`src/rtl/superio_pkg.sv`:
```
// Shared definitions for the super-I/O external bus: FSM states, window
// offsets inside the $E600 I/O page and the idle-read value.
package superio_pkg;

  // Bus-initiator transaction states
  typedef enum logic [1:0] {
    IDLE = 2'd0,
    ARM  = 2'd1,
    LOW  = 2'd2,
    HIGH = 2'd3
  } bus_state_e;

  // Peripheral window offsets inside the I/O page
  localparam logic [7:0] VPU_OFS      = 8'h00;
  localparam logic [7:0] SIMPLEIO_OFS = 8'hA0;
  localparam logic [7:0] PSG_OFS      = 8'hB0;
  localparam logic [7:0] SPIIO_OFS    = 8'hC0;
  localparam logic [7:0] PS2IO_OFS    = 8'hD0;

  // Value returned by unmapped reads
  localparam logic [7:0] IDLE_READ_VAL = 8'hA5;

endpackage

```
`src/rtl/io_bus_master_if.sv`:
```
// Command port plus 6303-style external bus. The master modport is the
// bus initiator's view; the slave modport is the requester/peripheral side.
interface io_bus_master_if;
  logic       req;
  logic       we;
  logic [7:0] addr;
  logic [7:0] wdata;
  logic       busy;
  logic       ack;
  logic [7:0] rdata;
  logic       E;
  logic       EXTCS;
  logic       RW;
  logic [7:0] ADDR;
  logic [7:0] DATA_out;
  logic       DATA_oe;
  logic [7:0] DATA_in;

  modport master (
    input  req, we, addr, wdata, DATA_in,
    output busy, ack, rdata, E, EXTCS, RW, ADDR, DATA_out, DATA_oe
  );

  modport slave (
    output req, we, addr, wdata, DATA_in,
    input  busy, ack, rdata, E, EXTCS, RW, ADDR, DATA_out, DATA_oe
  );
endinterface

```
`src/rtl/io_bus_master_sync2.sv`:
```
// Parameterized two-flop synchronizer with synchronous active-low clear.
module sync2 #(
  parameter int W = 1
) (
  input  logic         clk,
  input  logic         rst_n,
  input  logic [W-1:0] d,
  output logic [W-1:0] q
);

  logic [W-1:0] meta_r;
  logic [W-1:0] sync_r;

  // Two-stage capture of the asynchronous input
  always_ff @(posedge clk) begin
    if (!rst_n) begin
      meta_r <= {W{1'b0}};
      sync_r <= {W{1'b0}};
    end else begin
      meta_r <= d;
      sync_r <= meta_r;
    end
  end

  assign q = sync_r;

endmodule

```
`src/rtl/io_bus_master.sv`:
```
// Bus initiator for the 6303-style I/O bus: free-running E generator and a
// request/ack command FSM that phases EXTCS/RW/ADDR/DATA around E.
module io_bus_master
  import superio_pkg::*;
#(
  parameter int E_DIV = 4
) (
  input  logic             clk,
  input  logic             rst_n,
  io_bus_master_if.master  bus,
  input  logic [1:0]       IRQ_n,
  input  logic             NMI_n,
  output logic [1:0]       irq,
  output logic             nmi
);

  localparam int ECW = (E_DIV > 2) ? $clog2(E_DIV) : 1;
  localparam logic [ECW-1:0] ECNT_LAST = ECW'(E_DIV - 1);

  logic [ECW-1:0] ecnt_r;
  logic           e_r;
  logic           e_last_s, fall_s, rise_s;

  bus_state_e state_r, state_s;

  logic       we_r, we_s;
  logic [7:0] addr_r, addr_s, wdata_r, wdata_s;
  logic       busy_r, busy_s, ack_r, ack_s;
  logic [7:0] rdata_r, rdata_s;
  logic       extcs_r, extcs_s, rw_r, rw_s, doe_r, doe_s;
  logic [7:0] badr_r, badr_s, dout_r, dout_s;

  assign e_last_s = (ecnt_r == ECNT_LAST);
  assign fall_s   = e_last_s & e_r;
  assign rise_s   = e_last_s & ~e_r;

  // Free-running E divider, independent of bus activity
  always_ff @(posedge clk) begin
    if (!rst_n) begin
      ecnt_r <= {ECW{1'b0}};
      e_r    <= 1'b0;
    end else if (e_last_s) begin
      ecnt_r <= {ECW{1'b0}};
      e_r    <= ~e_r;
    end else begin
      ecnt_r <= ecnt_r + ECW'(1);
      e_r    <= e_r;
    end
  end

  // FSM state register
  always_ff @(posedge clk) begin
    if (!rst_n) begin
      state_r <= IDLE;
    end else begin
      state_r <= state_s;
    end
  end

  // FSM next-state logic: bus phases are tied to E fall/rise events
  always_comb begin
    state_s = state_r;
    case (state_r)
      IDLE:    if (bus.req) state_s = ARM;  else state_s = IDLE;
      ARM:     if (fall_s)  state_s = LOW;  else state_s = ARM;
      LOW:     if (rise_s)  state_s = HIGH; else state_s = LOW;
      HIGH:    if (fall_s)  state_s = IDLE; else state_s = HIGH;
      default: state_s = IDLE;
    endcase
  end

  // FSM output logic: next values for every registered output
  always_comb begin
    we_s    = we_r;
    addr_s  = addr_r;
    wdata_s = wdata_r;
    busy_s  = busy_r;
    ack_s   = 1'b0;
    rdata_s = rdata_r;
    extcs_s = extcs_r;
    rw_s    = rw_r;
    doe_s   = doe_r;
    badr_s  = badr_r;
    dout_s  = dout_r;
    case (state_r)
      IDLE: begin
        if (bus.req) begin
          we_s    = bus.we;
          addr_s  = bus.addr;
          wdata_s = bus.wdata;
          busy_s  = 1'b1;
        end else begin
          busy_s  = 1'b0;
        end
      end
      ARM: begin
        if (fall_s) begin
          badr_s  = addr_r;
          extcs_s = 1'b0;
          rw_s    = ~we_r;
          // Drive DATA only for writes so it never fights a read driver
          if (we_r) begin
            dout_s = wdata_r;
            doe_s  = 1'b1;
          end else begin
            doe_s  = 1'b0;
          end
        end else begin
          extcs_s = 1'b1;
        end
      end
      LOW: begin
        busy_s = 1'b1;
      end
      HIGH: begin
        if (fall_s) begin
          if (!we_r) begin
            rdata_s = bus.DATA_in;
          end else begin
            rdata_s = rdata_r;
          end
          extcs_s = 1'b1;
          rw_s    = 1'b1;
          doe_s   = 1'b0;
          ack_s   = 1'b1;
          busy_s  = 1'b0;
        end else begin
          busy_s  = 1'b1;
        end
      end
      default: begin
        extcs_s = 1'b1;
        rw_s    = 1'b1;
        doe_s   = 1'b0;
        busy_s  = 1'b0;
      end
    endcase
  end

  // Registered command-port and bus outputs
  always_ff @(posedge clk) begin
    if (!rst_n) begin
      we_r    <= 1'b0;
      addr_r  <= 8'h00;
      wdata_r <= 8'h00;
      busy_r  <= 1'b0;
      ack_r   <= 1'b0;
      rdata_r <= 8'h00;
      extcs_r <= 1'b1;
      rw_r    <= 1'b1;
      doe_r   <= 1'b0;
      badr_r  <= 8'h00;
      dout_r  <= 8'h00;
    end else begin
      we_r    <= we_s;
      addr_r  <= addr_s;
      wdata_r <= wdata_s;
      busy_r  <= busy_s;
      ack_r   <= ack_s;
      rdata_r <= rdata_s;
      extcs_r <= extcs_s;
      rw_r    <= rw_s;
      doe_r   <= doe_s;
      badr_r  <= badr_s;
      dout_r  <= dout_s;
    end
  end

  assign bus.E        = e_r;
  assign bus.busy     = busy_r;
  assign bus.ack      = ack_r;
  assign bus.rdata    = rdata_r;
  assign bus.EXTCS    = extcs_r;
  assign bus.RW       = rw_r;
  assign bus.ADDR     = badr_r;
  assign bus.DATA_out = dout_r;
  assign bus.DATA_oe  = doe_r;

  // Inversion sits ahead of the synchronizer so cleared flops mean "no interrupt"
  logic [1:0] irq_raw_s;
  logic       nmi_raw_s;
  assign irq_raw_s = ~IRQ_n;
  assign nmi_raw_s = ~NMI_n;

  sync2 #(.W(2)) u_irq_sync (
    .clk   (clk),
    .rst_n (rst_n),
    .d     (irq_raw_s),
    .q     (irq)
  );

  sync2 #(.W(1)) u_nmi_sync (
    .clk   (clk),
    .rst_n (rst_n),
    .d     (nmi_raw_s),
    .q     (nmi)
  );

endmodule

```
`src/flat_wrapper.sv`:
```
// flat-port wrapper written by rule: the top's interface ports become plain ports
module io_bus_master_flat import superio_pkg::*;
#(
  parameter int E_DIV = 4
)
  (clk, rst_n, IRQ_n, NMI_n, irq, nmi, bus_req, bus_we, bus_addr, bus_wdata, bus_DATA_in, bus_busy, bus_ack, bus_rdata, bus_E, bus_EXTCS, bus_RW, bus_ADDR, bus_DATA_out, bus_DATA_oe);
  io_bus_master_if bus_i ();
  input  logic clk;
  input  logic rst_n;
  input  logic [1:0] IRQ_n;
  input  logic NMI_n;
  output logic [1:0] irq;
  output logic nmi;
  input wire logic [$bits(bus_i.req)-1:0] bus_req;
  input wire logic [$bits(bus_i.we)-1:0] bus_we;
  input wire logic [$bits(bus_i.addr)-1:0] bus_addr;
  input wire logic [$bits(bus_i.wdata)-1:0] bus_wdata;
  input wire logic [$bits(bus_i.DATA_in)-1:0] bus_DATA_in;
  output wire logic [$bits(bus_i.busy)-1:0] bus_busy;
  output wire logic [$bits(bus_i.ack)-1:0] bus_ack;
  output wire logic [$bits(bus_i.rdata)-1:0] bus_rdata;
  output wire logic [$bits(bus_i.E)-1:0] bus_E;
  output wire logic [$bits(bus_i.EXTCS)-1:0] bus_EXTCS;
  output wire logic [$bits(bus_i.RW)-1:0] bus_RW;
  output wire logic [$bits(bus_i.ADDR)-1:0] bus_ADDR;
  output wire logic [$bits(bus_i.DATA_out)-1:0] bus_DATA_out;
  output wire logic [$bits(bus_i.DATA_oe)-1:0] bus_DATA_oe;
  assign bus_i.req = bus_req;
  assign bus_i.we = bus_we;
  assign bus_i.addr = bus_addr;
  assign bus_i.wdata = bus_wdata;
  assign bus_i.DATA_in = bus_DATA_in;
  assign bus_busy = bus_i.busy;
  assign bus_ack = bus_i.ack;
  assign bus_rdata = bus_i.rdata;
  assign bus_E = bus_i.E;
  assign bus_EXTCS = bus_i.EXTCS;
  assign bus_RW = bus_i.RW;
  assign bus_ADDR = bus_i.ADDR;
  assign bus_DATA_out = bus_i.DATA_out;
  assign bus_DATA_oe = bus_i.DATA_oe;
  io_bus_master #(.E_DIV(E_DIV)) u_core (.clk(clk), .rst_n(rst_n), .bus(bus_i), .IRQ_n(IRQ_n), .NMI_n(NMI_n), .irq(irq), .nmi(nmi));
endmodule
```
`config.mk`:
```
export PLATFORM = sky130hd
export DESIGN_NAME = io_bus_master_flat
export DESIGN_NICKNAME = d
export VERILOG_FILES = /design/src/rtl/superio_pkg.sv /design/src/rtl/io_bus_master_if.sv /design/src/rtl/io_bus_master_sync2.sv /design/src/rtl/io_bus_master.sv /design/src/flat_wrapper.sv
export SDC_FILE = /design/constraint.sdc
export NUM_CORES = 1
export LEC_CHECK = 0
export CAP_MARGIN = 20
export CORE_ASPECT_RATIO = 0.7
export CORE_MARGIN = 5
export CORE_UTILIZATION = 45
export CTS_BUF_LIST = sky130_fd_sc_hd__clkbuf_8
export CTS_CLUSTER_DIAMETER = 30
export CTS_CLUSTER_SIZE = 20
export DETAILED_ROUTE_END_ITERATION = 10
export PLACE_DENSITY = 0.81
export SYNTH_ARGS = -nofsm -noshare
export SYNTH_HDL_FRONTEND = slang
export SYNTH_HIERARCHICAL = 1
export SYNTH_SLANG_ARGS = --single-unit
```
`constraint.sdc`:
```
create_clock -name clk -period 2 [get_ports clk]
set_clock_uncertainty 0.1 [all_clocks]
set_input_delay 0.5 -clock clk [delete_from_list [all_inputs] [get_ports clk]]
set_output_delay 0.5 -clock clk [all_outputs]
set_load 0.01 [all_outputs]
```
# After elaboration in Yosys (flattened, before gate mapping)
# Index checks and enable logic that the tools add are counted.
# W data, S select, Z words.
[totals] ff_bits=57 inputBits=31 output_inout_bits=33
[classes] add_sub_neg=1 eq_ne=6 mux=17 bitwise_logic=7 reduce_logical=11
[ops] op="$mux W1" n=10
[ops] op="$reduce_and A3 Y1" n=3
[ops] op="$pmux W2 S4" n=1
[ops] op="$reduce_and A2 Y1" n=4
[ops] op="$eq A2 B2 Y1 const B" n=3
[ops] op="$pmux W1 S2" n=3
[ops] op="$mux W2" n=2
[ops] op="$ne A2 B1 Y1 const B" n=2
[ops] op="$not A1 Y1" n=4
[ops] op="$pmux W1 S3" n=1
[ops] op="$reduce_bool A3 Y1" n=1
[ops] op="$add A2 B1 Y2 const B" n=1
[ops] op="$and A1 B1 Y1" n=2
[ops] op="$eq A2 B1 Y1 const B" n=1
[ops] op="$logic_not A2 Y1" n=1
[ops] op="$not A2 Y2" n=1
[ops] op="$reduce_bool A2 Y1" n=1
[ops] op="$reduce_or A2 Y1" n=1

# Longest topological paths before layout
# Gate-level depths: netlist of the first run.
[logic_depth] word_depth=4 mapped_depth=7 mapped_depth_nobuf=4

# Modules after synthesis
# The synthesis of the first run kept the hierarchy.
[by_module_without_submodules] module="io_bus_master" instances=1 cells_each=225 area_per_inst_um2=2053.2 seq_area_each_um2=1021.0
[by_module_without_submodules] module="sync2 at u_core.u_irq_sync" instances=1 cells_each=8 area_per_inst_um2=105.1 seq_area_each_um2=80.1
[by_module_without_submodules] module="sync2 at u_core.u_nmi_sync" instances=1 cells_each=4 area_per_inst_um2=52.6 seq_area_each_um2=40.0

# Least setup slack after synthesis of the first run
# Ideal clock, no wire load.
[synth_timing] path_kind="flip-flop to flip-flop" from="register u_core.ecnt_r[0]" to="register u_core.rw_r, in the netlist u_core/bus.RW" setup_ns=0.067 t_arrival_ns=1.349 required_ns=1.833 setup_slack_ns=0.484 stages_incl_launch_ff=8 n_path_buf=3 period_less_slack_ns=1.516 cell_sequence="dfxtp_1 > ha_1 > buf_4 > and4b_1 > buf_6 > and2_1 > buf_6 > o21ai_2"
[synth_between] elab_chain_len=4 word_cells_on_any_way=5
[synth_lines] element="start, declared" line="io_bus_master.sv:20" text="logic [ECW-1:0] ecnt_r;"
[synth_lines] element="start signal, assigned" line="io_bus_master.sv:40" text="ecnt_r <= {ECW{1'b0}};"
[synth_lines] element="start signal, assigned" line="io_bus_master.sv:43" text="ecnt_r <= {ECW{1'b0}};"
[synth_lines] element="start signal, assigned" line="io_bus_master.sv:46" text="ecnt_r <= ecnt_r + ECW'(1);"
[synth_lines] element="$eq A2 B2 Y1 (*)" line="io_bus_master.sv:33" text="assign e_last_s = (ecnt_r == ECNT_LAST);"
[synth_lines] element="$and A1 B1 Y1 (*)" line="io_bus_master.sv:34" text="assign fall_s = e_last_s & e_r;"
[synth_lines] element="$ne A2 B1 Y1 (no source line)"
[synth_lines] element="$reduce_and A3 Y1 (no source line) (*)"
[synth_lines] element="end signal, assigned" line="io_bus_master.sv:162" text="rw_r <= rw_s;"
[synth_lines] element="end, declared" line="io_bus_master.sv:30" text="logic extcs_r, extcs_s, rw_r, rw_s, doe_r, doe_s;"
# Every way passes the cells marked *; elsewhere a longest branch is shown, timed or not.
# A chain may end at the register's enable or synchronous reset.

# Final worst setup path of the first run
[layout_timing] from="register u_core.e_r, in the netlist u_core/bus.E" to="output port bus_E"
[layout_lines] element="start, declared" line="io_bus_master.sv:21" text="logic e_r;"
[layout_lines] element="start signal, assigned" line="io_bus_master.sv:44" text="e_r <= ~e_r;"
[layout_lines] element="start signal, assigned" line="io_bus_master.sv:47" text="e_r <= e_r;"
[layout_lines] element="end, declared" line="flat_wrapper.sv:22" text="output wire logic [$bits(bus_i.E)-1:0] bus_E;"
# No word-level cell between the ends.

==> flow_summary.html, run 1 <==
<table>
<tr><th>Metric</th><th>Value</th></tr>
<tr><th colspan="2">Pwr</th></tr>
<tr><td>Switching power share of the total</td><td>0.1965</td></tr>
<tr><td>Sw Pwr</td><td>approximately 540 uW</td></tr>
<tr><td>Max rail drop VDD</td><td>about 830 uV</td></tr>
<tr><td>Leakage</td><td>about 0.0012 uW</td></tr>
<tr><td>Combinational group share of total power</td><td>0.069</td></tr>
<tr><td>Portion of total power attributed to the clock network</td><td>0.495</td></tr>
<tr><td>Sequential fraction of design power</td><td>0.436</td></tr>
<tr><td>Cell-internal power</td><td>around 2200 uW</td></tr>
<tr><td>Power density over the cells</td><td>slightly below 900 nW/um^2</td></tr>
<tr><th colspan="2">Drt</th></tr>
<tr><td>Post-DRT Antenna Nets</td><td>0</td></tr>
<tr><td>DR DRC count</td><td>0</td></tr>
<tr><td>Total wire length</td><td>~4600 um</td></tr>
<tr><td>Routed vias</td><td>roughly 1800</td></tr>
<tr><td>Drt first-iter violations</td><td>66</td></tr>
<tr><td>Vias per cell</td><td>around 4.8</td></tr>
<tr><td>Number of iterations in the first detailed-routing pass</td><td>4</td></tr>
<tr><td>Average detailed-routed wire length per instance</td><td>12.33 um</td></tr>
<tr><th colspan="2">Clocking</th></tr>
<tr><td>Number of buffers between clock root and the deepest sink</td><td>2</td></tr>
<tr><td>Later-pin clock latency in the skew report</td><td>0.34 ns</td></tr>
<tr><td>Cell at the root of the clock tree</td><td>clkbuf_8</td></tr>
<tr><td>TritonCTS clock tree</td><td>yes</td></tr>
<tr><td>H-Tree Depth</td><td>3</td></tr>
<tr><td>Number of buffers inserted during clock tree synthesis</td><td>9</td></tr>
<tr><td>Clock slew at reported path FFs</td><td>approximately 0.070 ns</td></tr>
<tr><td># clock sinks</td><td>57</td></tr>
<tr><td>Setup Buffers After CTS</td><td>0</td></tr>
<tr><th colspan="2">Synthesis</th></tr>
<tr><td>Most repeated cell in the gate-level netlist after synthesis</td><td>nand2_1</td></tr>
<tr><td>Asr flop ratio synth</td><td>0</td></tr>
<tr><td>Synthesized netlist net count</td><td>approximately 270</td></tr>
<tr><td>Number of cells produced by synthesis</td><td>around 240</td></tr>
<tr><td>Area share of fa/ha/maj cells after synthesis</td><td>0.005659</td></tr>
<tr><td>Top-area cell type share of the netlist area</td><td>0.5161</td></tr>
<tr><td>Share of the synthesized netlist area taken by xor and xnor gates</td><td>0.003962</td></tr>
<tr><td>Part of the Yosys area used for sequential elements</td><td>0.5161</td></tr>
<tr><td>Mean area per synthesized cell</td><td>between 9 and 10 um^2</td></tr>
<tr><td>Flop and latch count out of synthesis</td><td>between 50 and 60</td></tr>
<tr><td>Count of cell types in the netlist</td><td>32</td></tr>
<tr><td>Multiplexer area fraction after synthesis</td><td>0.04075</td></tr>
<tr><td>Dominant cells by area after synthesis</td><td>dfxtp_1 (52%), nand2_1 (13%), a21boi_0 (5.8%)</td></tr>
<tr><td>Leading cell types by count after synthesis</td><td>nand2_1 (76), dfxtp_1 (57), a21boi_0 (17)</td></tr>
<tr><td>Post-synthesis instance area</td><td>roughly 2200 um^2</td></tr>
<tr><td>Simple-Gate Fraction of Synth Area</td><td>0.2156</td></tr>
<tr><td>Count of flip-flops with a built-in enable after synthesis</td><td>0</td></tr>
<tr><td>Primary flip-flop cell chosen by synthesis mapping</td><td>dfxtp_1</td></tr>
<tr><td>Complex-gate fraction of the synthesized area</td><td>0.1505</td></tr>
<tr><td>Dominant combinational cell family by area after synthesis</td><td>simple AND/OR/NAND/NOR gates</td></tr>
<tr><td>Cell taking the most area after synthesis</td><td>dfxtp_1</td></tr>
<tr><td>Warnings, synthesis</td><td>6</td></tr>
<tr><th colspan="2">STA</th></tr>
<tr><td>Setup repair after global routing missed its margin</td><td>no</td></tr>
<tr><td>Final setup violating endpoints</td><td>0</td></tr>
<tr><td>Final worst setup slack</td><td>between 0.1 and 0.15 ns</td></tr>
<tr><td>Final period demand of the worst path</td><td>1.900 ns</td></tr>
<tr><td>Tightest Pin Transition</td><td>roughly 0.43 ns</td></tr>
<tr><td>Worst-case headroom to the max-slew limit</td><td>0.7101</td></tr>
<tr><td>Total negative slack for setup checks</td><td>0 ns</td></tr>
<tr><td>Final number of hold-violating endpoints</td><td>0</td></tr>
<tr><td>F_max</td><td>0.5264 GHz</td></tr>
<tr><td>Period utilisation layout</td><td>0.9498</td></tr>
<tr><td>Total count of max-transition violations in the final report</td><td>0</td></tr>
<tr><th colspan="2">Critical path</th></tr>
<tr><td>Highest net fanout along the worst path</td><td>8</td></tr>
<tr><td>Largest stage delay on the critical path</td><td>approximately 0.56 ns</td></tr>
<tr><td>Reg-to-reg critical path startpoint</td><td>u_core/ecnt_r[0]$_SDFF_PP0_</td></tr>
<tr><td>Cell class contributing the biggest share of worst-path delay</td><td>buffers and inverters</td></tr>
<tr><td>Arrival time at the worst endpoint</td><td>approximately 1.3 ns</td></tr>
<tr><td>Type of the setup path with the least slack</td><td>reg -&gt; out</td></tr>
<tr><td>Required time reported for the critical path endpoint</td><td>about 1.4 ns</td></tr>
<tr><td>Kind of launch point of the worst setup path</td><td>flip-flop</td></tr>
<tr><td>CP Launch Point</td><td>u_core/bus.E$_SDFFE_PN0N_</td></tr>
<tr><td>Nature of the critical path endpoint</td><td>primary output</td></tr>
<tr><td>Number of buffer and inverter instances along the worst setup path</td><td>1</td></tr>
<tr><td>Slowest cell on the critical path</td><td>clkdlybuf4s50_1</td></tr>
<tr><td>Cell breakdown of the critical path</td><td>clkdlybuf4s50_1</td></tr>
<tr><th colspan="2">Finish</th></tr>
<tr><td>Final std cells w/o fill</td><td>approximately 380</td></tr>
<tr><td>Number of antenna diodes</td><td>0</td></tr>
<tr><td>Area overhead of the layout relative to synthesis</td><td>41.77%</td></tr>
<tr><td>Share of final-layout standard cells stronger than drive strength 1</td><td>0.1307</td></tr>
<tr><td>Layout net count</td><td>approximately 330</td></tr>
<tr><td>Footprint of the multi-input gates</td><td>approximately 930 um^2</td></tr>
<tr><td>Post-route cell area</td><td>~3100 um^2</td></tr>
<tr><td>Area taken by flip-flops and latches</td><td>~1100 um^2</td></tr>
<tr><td>Fill cells</td><td>a little over 400</td></tr>
<tr><th colspan="2">GRT</th></tr>
<tr><td>GRT Total Usage</td><td>0.1560</td></tr>
<tr><td>Gr ovfl total</td><td>0</td></tr>
<tr><td>Largest net degree at the start of global routing</td><td>57</td></tr>
<tr><td>Global-route wire length before repair</td><td>7638 um</td></tr>
<tr><td>Vias in the first global route</td><td>1700</td></tr>
<tr><td>Initial antenna violation count</td><td>0</td></tr>
<tr><th colspan="2">Place</th></tr>
<tr><td>Placed instance count</td><td>359</td></tr>
<tr><td>Routability congestion estimate</td><td>0.7439</td></tr>
<tr><td>IO Port Bufs</td><td>63</td></tr>
<tr><td>Placement-stage worst setup slack</td><td>about 0.077 ns</td></tr>
<tr><td>Sum of net half-perimeters after detailed placement</td><td>3165 um</td></tr>
<tr><td>Instance area after placement</td><td>2870 um^2</td></tr>
<tr><th colspan="2">Floorplan</th></tr>
<tr><td>Starting density of the core</td><td>0.4649</td></tr>
<tr><td>Die area</td><td>roughly 6400 um^2</td></tr>
<tr><td>Die Y-Extent</td><td>68.65 um</td></tr>
<tr><td>FP Rows</td><td>21</td></tr>
<tr><td>Die X</td><td>between 90 and 100 um</td></tr>
<tr><td>Area of the placeable core</td><td>~4800 um^2</td></tr>
<tr><td>Boundary pin count</td><td>64</td></tr>
<tr><th colspan="2">Min path</th></tr>
<tr><td>Min-delay src</td><td>u_core/ecnt_r[0]$_SDFF_PP0_</td></tr>
<tr><td>Path category of the worst min-delay check</td><td>reg -&gt; reg</td></tr>
<tr><th colspan="2">Job</th></tr>
<tr><td>Max-cap viol count</td><td>0</td></tr>
<tr><th colspan="2">Status</th></tr>
<tr><td>Status</td><td>complete, no violations</td></tr>
</table>
state kept, by name, summed over array words and instances, names as in the netlist, 2 cells and up:
signal,count
u_core/u_irq_sync/q,2
u_core/bus.rdata,8
u_core/ecnt_r,2
u_core/bus.ADDR,8
u_core/wdata_r,8
u_core/addr_r,8
u_core/state_r,2
u_core/u_irq_sync/meta_r,2
u_core/bus.DATA_out,8
worst paths after layout:
path,depth (start not counted),endpoint,slack [ns]
max,1,bus_E,0.10
min,1,u_core/ecnt_r[0]$_SDFF_PP0_,0.33
max reg2reg,5,u_core/bus.rdata[3]$_SDFFE_PN0P_,0.22
min reg2reg,1,u_core/ecnt_r[0]$_SDFF_PP0_,0.33
placed cells by master (no fill, tap or decap), types with 3 or more instances in the layout:
master and count:
clkbuf_8 12, bufinv_16 3, a21oi_1 3, inv_1 3, nand4_1 8, buf_4 8
a21boi_0 17, dfxtp_1 56, nand2_1 76, clkdlybuf4s50_1 62, a21boi_1 10, mux2i_1 9
and2_1 8, o21ai_2 9
power groups by stage:
stage | Sequential, uW | Combinational, uW | Clock [uW]
final | 1200 | 190 | 1370
after CTS | 1200 | 192 | 1400
after global placement | 1220 | 186 | 0
after global routing | 1210 | 213 | 1450
after detailed placement | 1230 | 190 | 0
after floorplan | 1210 | 111 | 0
area by class of cell:
class,instances,share of cell area
Sequential cell,57,0.3645
Clock inverter,4,0.03114
Inverter,3,0.003593
Timing Repair Buffer,72,0.2251
Clock buffer,12,0.05269
Multi-Input combinational cell,158,0.2954
Tap cell,69,0.02754
layer usage:
metal  wire length, um  up-vias  part of all wire  track usage
met2              2010       57              0.43       0.2423
li1                  -      912                 -            -
met4                65        0             0.014      0.04324
met5                 0        -                 0            0
met3               469        8              0.10      0.09002
met1              2080      810              0.45       0.1858
stage by stage:
| step | hold slack (ns) | total power, uW | utilization |
|---|---|---|---|
| 3_3_place_gp | 0.3125 | 1410 | 0.6035 |
| 3_5_place_dp | 0.3246 | 1416 | 0.6035 |
| 2_1_floorplan | 0.3033 | 1325 | - |
| 6_report | 0.3335 | 2757 | 0.6590 |
| 4_1_cts | 0.3377 | 2793 | 0.6590 |
| 5_1_grt | 0.3540 | 2865 | 0.6590 |
timing repair:
| action | 4_1_cts | 5_1_grt |
|---|---|---|
| gates resized for setup | 1 | 0 |
| setup endpoints to repair | 1 | 0 |
| hold buffers | 0 | 0 |
cell families (layout without fill, tap and decap cells):
family,Yosys count,after routing
AO/OA/AOI/OAI,44,44
XOR/XNOR,1,1
flip-flops,57,57
adder cells (fa/ha/maj),1,1
buffers and inverters,22,91
multiplexers,9,9
AND/OR/NAND/NOR,103,103
(Power assumes the default switching activity.)
==> run 2: changes to the inputs <==
- GPL_ROUTABILITY_DRIVEN: unset -> 0
==> results of run 2 <==
The final DEF is identical to that of run 1; final timing and power are the same.
==> run 3: changes to the inputs <==
- GPL_ROUTABILITY_DRIVEN: 0 -> 1
- PLACE_DENSITY: 0.81 -> 0.78
==> flow_summary.html, run 3 (synthesized netlist as in run 1, its figures left out) <==
<table>
<tr><th>Metric</th><th>Value</th></tr>
<tr><th colspan="2">Pwr</th></tr>
<tr><td>Leakage</td><td>0.001151 uW</td></tr>
<tr><td>Power density over the cells</td><td>793.8 nW/um^2</td></tr>
<tr><td>Max rail drop VDD</td><td>a little under 400 uV</td></tr>
<tr><th colspan="2">Drt</th></tr>
<tr><td>DR DRC count</td><td>0</td></tr>
<tr><td>Post-DRT Antenna Nets</td><td>0</td></tr>
<tr><td>Routed vias</td><td>approximately 1800</td></tr>
<tr><td>Average detailed-routed wire length per instance</td><td>around 13 um</td></tr>
<tr><td>Total wire length</td><td>around 4700 um</td></tr>
<tr><td>Vias per cell</td><td>~4.7</td></tr>
<tr><td>Drt first-iter violations</td><td>98</td></tr>
<tr><td>Number of iterations in the first detailed-routing pass</td><td>4</td></tr>
<tr><th colspan="2">GRT</th></tr>
<tr><td>Largest net degree at the start of global routing</td><td>31</td></tr>
<tr><td>Gr ovfl total</td><td>0</td></tr>
<tr><td>GRT Total Usage</td><td>0.1607</td></tr>
<tr><td>Global-route wire length before repair</td><td>between 7000 and 8000 um</td></tr>
<tr><td>Initial antenna violation count</td><td>0</td></tr>
<tr><td>Vias in the first global route</td><td>1730</td></tr>
<tr><th colspan="2">Critical path</th></tr>
<tr><td>Nature of the critical path endpoint</td><td>primary output</td></tr>
<tr><td>Required time reported for the critical path endpoint</td><td>around 1.4 ns</td></tr>
<tr><td>Type of the setup path with the least slack</td><td>reg -&gt; out</td></tr>
<tr><td>Cell class contributing the biggest share of worst-path delay</td><td>buffers and inverters</td></tr>
<tr><td>Largest stage delay on the critical path</td><td>approximately 0.56 ns</td></tr>
<tr><td>Cell breakdown of the critical path</td><td>clkdlybuf4s50_1</td></tr>
<tr><td>Number of buffer and inverter instances along the worst setup path</td><td>1</td></tr>
<tr><td>Arrival time at the worst endpoint</td><td>1.31 ns</td></tr>
<tr><td>Slowest cell on the critical path</td><td>clkdlybuf4s50_1</td></tr>
<tr><td>Highest net fanout along the worst path</td><td>8</td></tr>
<tr><td>Kind of launch point of the worst setup path</td><td>flip-flop</td></tr>
<tr><th colspan="2">Place</th></tr>
<tr><td>Sum of net half-perimeters after detailed placement</td><td>between 3000 and 4000 um</td></tr>
<tr><td>IO Port Bufs</td><td>63</td></tr>
<tr><td>Placed instance count</td><td>between 300 and 400</td></tr>
<tr><td>Instance area after placement</td><td>2878 um^2</td></tr>
<tr><td>Routability congestion estimate</td><td>approximately 0.75</td></tr>
<tr><th colspan="2">STA</th></tr>
<tr><td>Final period demand of the worst path</td><td>1.905 ns</td></tr>
<tr><td>Final number of hold-violating endpoints</td><td>0</td></tr>
<tr><td>Tightest Pin Transition</td><td>0.4981 ns</td></tr>
<tr><td>Total negative slack for setup checks</td><td>0 ns</td></tr>
<tr><td>F_max</td><td>about 0.52 GHz</td></tr>
<tr><td>Worst-case headroom to the max-slew limit</td><td>0.6680</td></tr>
<tr><td>Period utilisation layout</td><td>0.9527</td></tr>
<tr><td>Total count of max-transition violations in the final report</td><td>0</td></tr>
<tr><td>Setup repair after global routing missed its margin</td><td>no</td></tr>
<tr><td>Final setup violating endpoints</td><td>0</td></tr>
<tr><th colspan="2">Floorplan</th></tr>
<tr><td>Die X</td><td>roughly 94 um</td></tr>
<tr><td>Area of the placeable core</td><td>about 4800 um^2</td></tr>
<tr><td>Starting density of the core</td><td>0.4649</td></tr>
<tr><td>Die area</td><td>between 6000 and 7000 um^2</td></tr>
<tr><td>Die Y-Extent</td><td>between 60 and 70 um</td></tr>
<tr><td>Boundary pin count</td><td>between 60 and 70</td></tr>
<tr><td>FP Rows</td><td>21</td></tr>
<tr><th colspan="2">Clocking</th></tr>
<tr><td>Number of buffers between clock root and the deepest sink</td><td>2</td></tr>
<tr><td>Cell at the root of the clock tree</td><td>clkbuf_8</td></tr>
<tr><td>Later-pin clock latency in the skew report</td><td>around 0.33 ns</td></tr>
<tr><td>Setup Buffers After CTS</td><td>0</td></tr>
<tr><td>TritonCTS clock tree</td><td>yes</td></tr>
<tr><td>Post-CTS Hold Fix Bufs</td><td>0</td></tr>
<tr><td># clock sinks</td><td>57</td></tr>
<tr><td>H-Tree Depth</td><td>3</td></tr>
<tr><td>Number of buffers inserted during clock tree synthesis</td><td>9</td></tr>
<tr><td>Clock slew at reported path FFs</td><td>~0.06 ns</td></tr>
<tr><th colspan="2">Finish</th></tr>
<tr><td>Number of antenna diodes</td><td>0</td></tr>
<tr><td>Most used cells in the layout excluding fill and tap cells</td><td>nand2_1 (76), clkdlybuf4s50_1 (62), dfxtp_1 (56)</td></tr>
<tr><td>Layout net count</td><td>334</td></tr>
<tr><td>Area overhead of the layout relative to synthesis</td><td>39.05%</td></tr>
<tr><td>Final cell utilization of the core</td><td>0.6464</td></tr>
<tr><td>Final std cells w/o fill</td><td>between 300 and 400</td></tr>
<tr><td>Share of final-layout standard cells stronger than drive strength 1</td><td>0.1275</td></tr>
<tr><td>Post-route cell area</td><td>3074 um^2</td></tr>
<tr><td>Commonest non-fill, non-tap cell in the layout</td><td>nand2_1</td></tr>
<tr><th colspan="2">Min path</th></tr>
<tr><td>Path category of the worst min-delay check</td><td>reg -&gt; reg</td></tr>
<tr><th colspan="2">Status</th></tr>
<tr><td>Status</td><td>complete, no violations</td></tr>
<tr><th colspan="2">Job</th></tr>
<tr><td>Max-cap viol count</td><td>0</td></tr>
</table>
run 3: repair_timing:
| action | in CTS | in global routing |
|---|---|---|
| resized for setup | 1 | 0 |
| hold endpoints to repair | 0 | 0 |
| setup endpoints to repair | 1 | 0 |
run 3: final timing paths:
check,start,end,slack [ns],cells past startpoint
setup / recovery,u_core/bus.E$_SDFFE_PN0N_,bus_E,0.09,1
hold / removal,u_core/ecnt_r[0]$_SDFF_PP0_,u_core/ecnt_r[0]$_SDFF_PP0_,0.33,1
hold reg to reg,u_core/ecnt_r[0]$_SDFF_PP0_,u_core/ecnt_r[0]$_SDFF_PP0_,0.33,1
setup reg to reg,u_core/ecnt_r[0]$_SDFF_PP0_,u_core/bus.rdata[3]$_SDFFE_PN0P_,0.25,5
run 3: power by group:
part / internal [uW] / leakage (uW) / total, uW / switching [uW]
clock: 627 / 0.000106 / 1050 / 419
combinational: 115 / 0.000580 / 194 / 79.2
sequential: 1170 / 0.000465 / 1200 / 27.1
run 3: routing by layer:
metal / up-vias / global-route usage / share of wire
met5: - / 0 / 0
met4: 0 / 0.05225 / 0.0080
met3: 5 / 0.09111 / 0.10
met2: 65 / 0.2414 / 0.41
met1: 787 / 0.1956 / 0.47
li1: 911 / - / -
run 3: final cells by class:
cell class / count / area [um^2]
fill: 402 / 1682
sequential: 57 / 1142
multi-input combinational: 158 / 925.9
timing repair buffer: 73 / 713.2
clock buffer: 11 / 151.4
tap: 69 / 86.33
clock inverter: 4 / 43.79
inverter: 3 / 11.26
run 3: per-stage QoR:
step / power (uW) / worst slack [ns] / hold WS, ns
6_report: 2440 / 0.09465 / 0.3305
5_1_grt: 2541 / 0.04603 / 0.3477
3_5_place_dp: 1419 / 0.04536 / 0.3222
4_1_cts: 2472 / 0.08201 / 0.3389
3_3_place_gp: 1415 / 0.07290 / 0.3136
2_1_floorplan: 1325 / 0.4843 / 0.3033
